===== config.mk =====
export PLATFORM = sky130hd
export DESIGN_NAME = icache_dm
export DESIGN_NICKNAME = d
export VERILOG_FILES = /design/src/rtl/ifq_pkg.sv /design/src/rtl/icache_line_store.sv /design/src/rtl/icache_dm.sv
export SDC_FILE = /design/constraint.sdc
export NUM_CORES = 2
export LEC_CHECK = 0
export CORE_UTILIZATION = 44
export DETAILED_ROUTE_END_ITERATION = 12
export GPL_ROUTABILITY_DRIVEN = 0
export MAX_ROUTING_LAYER = met4
export PLACE_DENSITY_LB_ADDON = 0.25
export SYNTH_ARGS = -nofsm -noshare
export SYNTH_HDL_FRONTEND = slang
export SYNTH_SLANG_ARGS = --single-unit

===== constraint.sdc =====
create_clock -name clk -period 19.2 [get_ports clk]
set_input_delay 3.84 -clock clk [delete_from_list [all_inputs] [get_ports clk]]
set_output_delay 3.84 -clock clk [all_outputs]
set_load 0.005 [all_outputs]

===== src/rtl/ifq_pkg.sv =====
// Shared types and constants for the instruction-fetch path (IFQ <-> icache_dm).
package ifq_pkg;

  localparam int unsigned ADDR_W         = 32;
  localparam int unsigned LINE_W         = 128;
  localparam int unsigned WORDS_PER_LINE = 4;
  localparam int unsigned OFFSET_W       = 4;
  localparam int unsigned INDEX_W        = 4;
  localparam int unsigned TAG_W          = ADDR_W - INDEX_W - OFFSET_W;

  typedef enum logic [1:0] {
    IDLE,
    REFILL,
    RESPOND
  } icache_state_t;

  // Field view of a fetch address for the default 16-line geometry.
  typedef struct packed {
    logic [TAG_W-1:0]    tag;
    logic [INDEX_W-1:0]  index;
    logic [OFFSET_W-1:0] offset;
  } fetch_addr_t;

  function automatic fetch_addr_t split_addr(input logic [ADDR_W-1:0] addr);
    return fetch_addr_t'(addr);
  endfunction

endpackage


===== src/rtl/icache_line_store.sv =====
// Valid/tag/data arrays for the direct-mapped cache, held in flops.
// Combinational read port, single-line synchronous write port.
module icache_line_store #(
  parameter int unsigned NumLines = 16,
  parameter int unsigned IndexW   = 4,
  parameter int unsigned TagW     = 24,
  parameter int unsigned LineW    = 128
) (
  input  logic              clk_i,
  input  logic              rst_ni,
  input  logic [IndexW-1:0] rd_index_i,
  output logic              rd_valid_o,
  output logic [TagW-1:0]   rd_tag_o,
  output logic [LineW-1:0]  rd_line_o,
  input  logic              we_i,
  input  logic [IndexW-1:0] wr_index_i,
  input  logic [TagW-1:0]   wr_tag_i,
  input  logic [LineW-1:0]  wr_line_i
);

  logic [NumLines-1:0] valid_q;
  logic [TagW-1:0]     tag_q  [NumLines];
  logic [LineW-1:0]    data_q [NumLines];

  // Lookup is purely combinational so a hit can be registered in the request cycle.
  always_comb begin
    rd_valid_o = valid_q[rd_index_i];
    rd_tag_o   = tag_q[rd_index_i];
    rd_line_o  = data_q[rd_index_i];
  end

  // Valid bits are the only state that must be cleared; stale tags/data are masked by them.
  always_ff @(posedge clk_i or negedge rst_ni) begin
    if (!rst_ni) begin
      valid_q <= '0;
    end else if (we_i) begin
      valid_q[wr_index_i] <= 1'b1;
    end
  end

  // Tag and data payload, written together with the valid bit.
  always_ff @(posedge clk_i) begin
    if (we_i) begin
      tag_q[wr_index_i]  <= wr_tag_i;
      data_q[wr_index_i] <= wr_line_i;
    end
  end

endmodule


===== src/rtl/icache_dm.sv =====
// Direct-mapped instruction cache: answers IFQ line fetches, refilling misses from a
// 32-bit memory port in four beats.
module icache_dm
  import ifq_pkg::*;
#(
  parameter int unsigned DATA_WIDTH       = 32,
  parameter int unsigned CACHE_LINE_WIDTH = 128,
  parameter int unsigned NUM_LINES        = 16
) (
  input  logic                        clk,
  input  logic                        rst,
  input  logic [DATA_WIDTH-1:0]       pc_in,
  input  logic                        rd_en,
  input  logic                        abort,
  output logic [CACHE_LINE_WIDTH-1:0] D_out,
  output logic                        d_out_valid,
  output logic                        busy,
  output logic                        mem_req,
  output logic [DATA_WIDTH-1:0]       mem_addr,
  input  logic                        mem_ack,
  input  logic [DATA_WIDTH-1:0]       mem_data,
  output logic [15:0]                 miss_cnt
);

  localparam int unsigned IdxW   = $clog2(NUM_LINES);
  localparam int unsigned TagW   = DATA_WIDTH - IdxW - OFFSET_W;
  localparam int unsigned FillW  = CACHE_LINE_WIDTH - DATA_WIDTH;
  localparam logic [1:0]  LastBeat = 2'(WORDS_PER_LINE - 1);

  icache_state_t               state_q;
  logic [1:0]                  beat_q;
  logic [FillW-1:0]            fill_q;
  logic                        abort_pend_q;
  logic [CACHE_LINE_WIDTH-1:0] dout_q;
  logic                        dout_valid_q;
  logic                        busy_q;
  logic                        mem_req_q;
  logic [DATA_WIDTH-1:0]       mem_addr_q;
  logic [15:0]                 miss_cnt_q;

  logic [IdxW-1:0]             pc_index;
  logic [TagW-1:0]             pc_tag;
  logic                        rd_valid;
  logic [TagW-1:0]             rd_tag;
  logic [CACHE_LINE_WIDTH-1:0] rd_line;
  logic                        hit;
  logic                        beat_done;
  logic                        fill_we;
  logic [CACHE_LINE_WIDTH-1:0] fill_line;
  logic [OFFSET_W-1:0]         unused_pc_offset;

  // Address split and hit detection for the incoming fetch.
  always_comb begin
    pc_index         = pc_in[OFFSET_W+IdxW-1:OFFSET_W];
    pc_tag           = pc_in[DATA_WIDTH-1:OFFSET_W+IdxW];
    unused_pc_offset = pc_in[OFFSET_W-1:0];
    hit              = rd_valid && (rd_tag == pc_tag);
    beat_done        = (state_q == REFILL) && mem_req_q && mem_ack;
    fill_we          = beat_done && (beat_q == LastBeat);
    // The last beat goes straight into the array alongside the three buffered words.
    fill_line        = {mem_data, fill_q};
  end

  icache_line_store #(
    .NumLines (NUM_LINES),
    .IndexW   (IdxW),
    .TagW     (TagW),
    .LineW    (CACHE_LINE_WIDTH)
  ) u_line_store (
    .clk_i      (clk),
    .rst_ni     (rst),
    .rd_index_i (pc_index),
    .rd_valid_o (rd_valid),
    .rd_tag_o   (rd_tag),
    .rd_line_o  (rd_line),
    .we_i       (fill_we),
    .wr_index_i (mem_addr_q[OFFSET_W+IdxW-1:OFFSET_W]),
    .wr_tag_i   (mem_addr_q[DATA_WIDTH-1:OFFSET_W+IdxW]),
    .wr_line_i  (fill_line)
  );

  // Lookup/refill/respond FSM with all outputs registered.
  always_ff @(posedge clk or negedge rst) begin
    if (!rst) begin
      state_q      <= IDLE;
      beat_q       <= '0;
      fill_q       <= '0;
      abort_pend_q <= 1'b0;
      dout_q       <= '0;
      dout_valid_q <= 1'b0;
      busy_q       <= 1'b0;
      mem_req_q    <= 1'b0;
      mem_addr_q   <= '0;
      miss_cnt_q   <= '0;
    end else begin
      dout_valid_q <= 1'b0;
      unique case (state_q)
        IDLE: begin
          abort_pend_q <= 1'b0;
          if (rd_en) begin
            if (hit) begin
              dout_q       <= rd_line;
              dout_valid_q <= 1'b1;
            end else begin
              state_q    <= REFILL;
              busy_q     <= 1'b1;
              miss_cnt_q <= miss_cnt_q + 16'd1;
              beat_q     <= '0;
              mem_addr_q <= {pc_in[DATA_WIDTH-1:OFFSET_W], {OFFSET_W{1'b0}}};
              mem_req_q  <= 1'b1;
            end
          end
        end
        REFILL: begin
          if (abort) begin
            abort_pend_q <= 1'b1;
          end
          if (beat_done) begin
            // Shift words in from the top so word 0 ends up in the low bits.
            fill_q <= {mem_data, fill_q[FillW-1:DATA_WIDTH]};
            beat_q <= beat_q + 2'd1;
            if (beat_q == LastBeat) begin
              mem_req_q    <= 1'b0;
              dout_q       <= fill_line;
              // An abort landing on the final beat cycle also suppresses the response.
              dout_valid_q <= !(abort_pend_q || abort);
              state_q      <= RESPOND;
            end else begin
              mem_addr_q <= mem_addr_q + DATA_WIDTH'(4);
            end
          end
        end
        RESPOND: begin
          state_q      <= IDLE;
          busy_q       <= 1'b0;
          abort_pend_q <= 1'b0;
        end
        default: begin
          state_q <= IDLE;
          busy_q  <= 1'b0;
        end
      endcase
    end
  end

  assign D_out       = dout_q;
  assign d_out_valid = dout_valid_q;
  assign busy        = busy_q;
  assign mem_req     = mem_req_q;
  assign mem_addr    = mem_addr_q;
  assign miss_cnt    = miss_cnt_q;

endmodule


==> flow_metrics.env <==
export IMPL_hold_viol_final=0
export IMPL_io_buffers=241
export IMPL_crit_family="buffers and inverters"
export IMPL_hold_buffers=0
export IMPL_critical_path_class="in2reg"
export IMPL_synth_enable_flop_cells=2432
export IMPL_worstSetupEndpoint="D_out[63]$_DFFE_PN0P_"
export IMPL_ioPinCount=248
export IMPL_tightest_slew_ps=1229
export IMPL_num_rows=179
export IMPL_path_max_fanout=81
export IMPL_core_area_sq_um=238500
export IMPL_synth_cells=5110
export IMPL_grt_pass1_wl_um=389100
export IMPL_die_height_um=492.6
export IMPL_dieArea_sq_um=242700
export IMPL_cp_num_cells=13
export IMPL_critPathMaxStageDelay_ps=840
export IMPL_vias=52330
export IMPL_initial_utilization=0.4440
export IMPL_chipWidth_um=492.6
export IMPL_timing_final_crit_share=0.4662
export IMPL_vias_per_cell=5.893
export IMPL_slowest_stage="buf_4"
export IMPL_pwr_density_cell_nw_per_um2=99.89
export IMPL_cts_root_buf="clkbuf_16"
export IMPL_drt_wl_total_um=270000
export IMPL_yosys_warnings=0
export IMPL_grt_use_total=0.2300
export IMPL_syn_to_final_growth_pct=14.68
export IMPL_finalSetupViolations=0
export IMPL_r2r_end="u_line_store.data_q[3][66]$_DFFE_PP_"
export IMPL_place_inst=8358
export IMPL_clk_latency_ps=940
export IMPL_setup_worst_path_start="pc_in[5]"
export IMPL_final_common_cell="edfxtp_1"
export IMPL_maxCapViolations=0
export IMPL_async_flop_share=0.1079
export IMPL_yosysUniqueCellTypes=70
export IMPL_cts_resized_gates=0
export IMPL_seq_area_frac_synth=0.7591
export IMPL_drc=0
export IMPL_tns_ps=0
export IMPL_numCtsBuffers=297
export IMPL_cp_required_ps=19960
export IMPL_utilization=0.5092
export IMPL_ys_ff_latch=2726
export IMPL_nets=5562
export IMPL_crit_arrival_ps=9710
export IMPL_whs_ps=465.9
export IMPL_cp_end_kind="register"
export IMPL_antenna_found_initial=10
export IMPL_htree_levels=5
export IMPL_drt_iter0_markers=5235
export IMPL_outcome="complete, no violations"
export IMPL_grt_max_degree=142
export IMPL_final_antenna_net_count=0
export IMPL_fin_cells=8881
export IMPL_syn_area_sq_um=105900
export IMPL_synth_ff_type="edfxtp_1"
export IMPL_crit_top_cell="buf_4"
export IMPL_first_pass_iters=9
export IMPL_grt_overflow_total=0
export IMPL_cts_sinks=2726
export IMPL_fin_skew_ps=69.53
export IMPL_period_minus_slack_ps=8951
export IMPL_slew_headroom=0.1810
export IMPL_rr_worst_depth=10
export IMPL_critPathLaunchType="input port"
export IMPL_fmax_ghz=0.1117
export IMPL_post_cts_setup_buffers=0
export IMPL_slew_violations=0
export IMPL_clk_pin_slew_worst_paths_ps=60
export IMPL_total_power_uw=12130
export IMPL_peakVddDrop_uv=74.22
export IMPL_cts_buffer_depth=4
export IMPL_path_cells="buf_8 > buf_4 > mux4_2 > mux2i_1 > xnor2_1 > or3_1 > o31a_1 > nor4_1 > nand4_1 > or4b_4 > nand2_8 > buf_4 > mux2_4"
export IMPL_hpwl_um=135400
export IMPL_path_buf_inv=3
export IMPL_wire_per_inst_um=30.40
export IMPL_syn_avg_cell_area_sq_um=20.72
export IMPL_mostFrequentLayoutCells="2,432 x edfxtp_1, 721 x nand2_1, 693 x mux4_2"
export IMPL_drive_gt1_frac=0.2403
export IMPL_grt_pass1_vias=53650
export IMPL_timing_rr_start="state_q[0]$_DFFE_PN0P_"
export IMPL_rsz0062_at_grt="no"
export IMPL_cts_tree="done"
export IMPL_hp_class="reg2reg"
export IMPL_p_leak_uw=0.04485
export IMPL_r2r_slack_ps=13030
## per-stage QoR
| step | setup slack [ps] | cell area [sq um] |
|---|---|---|
| floorplan | 3030 | 105900 |
| global placement | 9283 | 112200 |
| detailed placement | 9277 | 112200 |
| CTS | 10200 | 121400 |
| global route | 10020 | 121400 |
| finish | 10250 | 121400 |
## synth_stat cells (all sizes together) (27+ instances only)
master  number  area, sq um
edfxtp    2432        73030
o22ai       27        168.9
nand3       51        255.2
dfrtp      294         7357
buf        106        700.7
a21oi       43        215.2
mux2i      105         1051
nor2        45        168.9
clkbuf     159        596.8
nand2      723         2721
mux2       152         2087
mux4       694        15630
## registers in the layout, indices dropped and copies added (netlist names)
signal	count
u_line_store.tag_q	384
fill_q	96
u_line_store.valid_q	16
u_line_store.data_q	2048
abort_pend_q	1
state_q	2
D_out	128
d_out_valid	1
beat_q	2
mem_req	1
busy	1
miss_cnt	16
mem_addr	30
## area by class of cell
cell class,count,area (sq um)
fillers,18910,117100
diodes,5,12.51
multi-input cells,2099,24310
inverters,21,78.83
clock buffers,410,8277
flip-flops and latches,2726,80390
clock inverters,108,991.0
well taps,3167,3963
repair buffers,345,3431
## worst min-delay path by stage
stage,start,endpoint,slack [ps],cells after the start
6_report,u_line_store.valid_q[3]$_DFFE_PN0P_,u_line_store.valid_q[3]$_DFFE_PN0P_,470,1
3_3_place_gp,u_line_store.valid_q[13]$_DFFE_PN0P_,u_line_store.valid_q[13]$_DFFE_PN0P_,450,1
3_5_place_dp,u_line_store.valid_q[12]$_DFFE_PN0P_,u_line_store.valid_q[12]$_DFFE_PN0P_,450,1
5_1_grt,u_line_store.valid_q[12]$_DFFE_PN0P_,u_line_store.valid_q[12]$_DFFE_PN0P_,470,1
4_1_cts,u_line_store.valid_q[12]$_DFFE_PN0P_,u_line_store.valid_q[12]$_DFFE_PN0P_,460,1
2_1_floorplan,u_line_store.valid_q[12]$_DFFE_PN0P_,u_line_store.valid_q[12]$_DFFE_PN0P_,430,1
## power by group
part / leakage (uW) / internal [uW] / total, uW / switching, uW
clock network: 0.00452 / 3240 / 5470 / 2230
logic: 0.0103 / 107 / 270 / 162
registers: 0.0300 / 6390 / 6390 / 0.00000000000000577
## cells by family (layout without fill, tap and decap cells)
logic type,count (synthesis),in the layout,share of synthesized area
flip-flops,2726,2726,0.7591
multiplexers,951,951,0.1773
AND/OR/NAND/NOR,937,937,0.03677
buffers and inverters,286,884,0.01300
AO/OA/AOI/OAI,167,167,0.01028
XOR/XNOR,39,39,0.003225
adder cells (fa/ha/maj),3,3,0.0003545
other,1,7,0.00003541
## metal layers
metal | part of all wire | global-route usage
met5 | 0 | -
met4 | 0.019 | 0.05085
met3 | 0.064 | 0.03460
met2 | 0.49 | 0.3568
met1 | 0.43 | 0.3244
No activity file was read; power rests on OpenSTA's default activity.
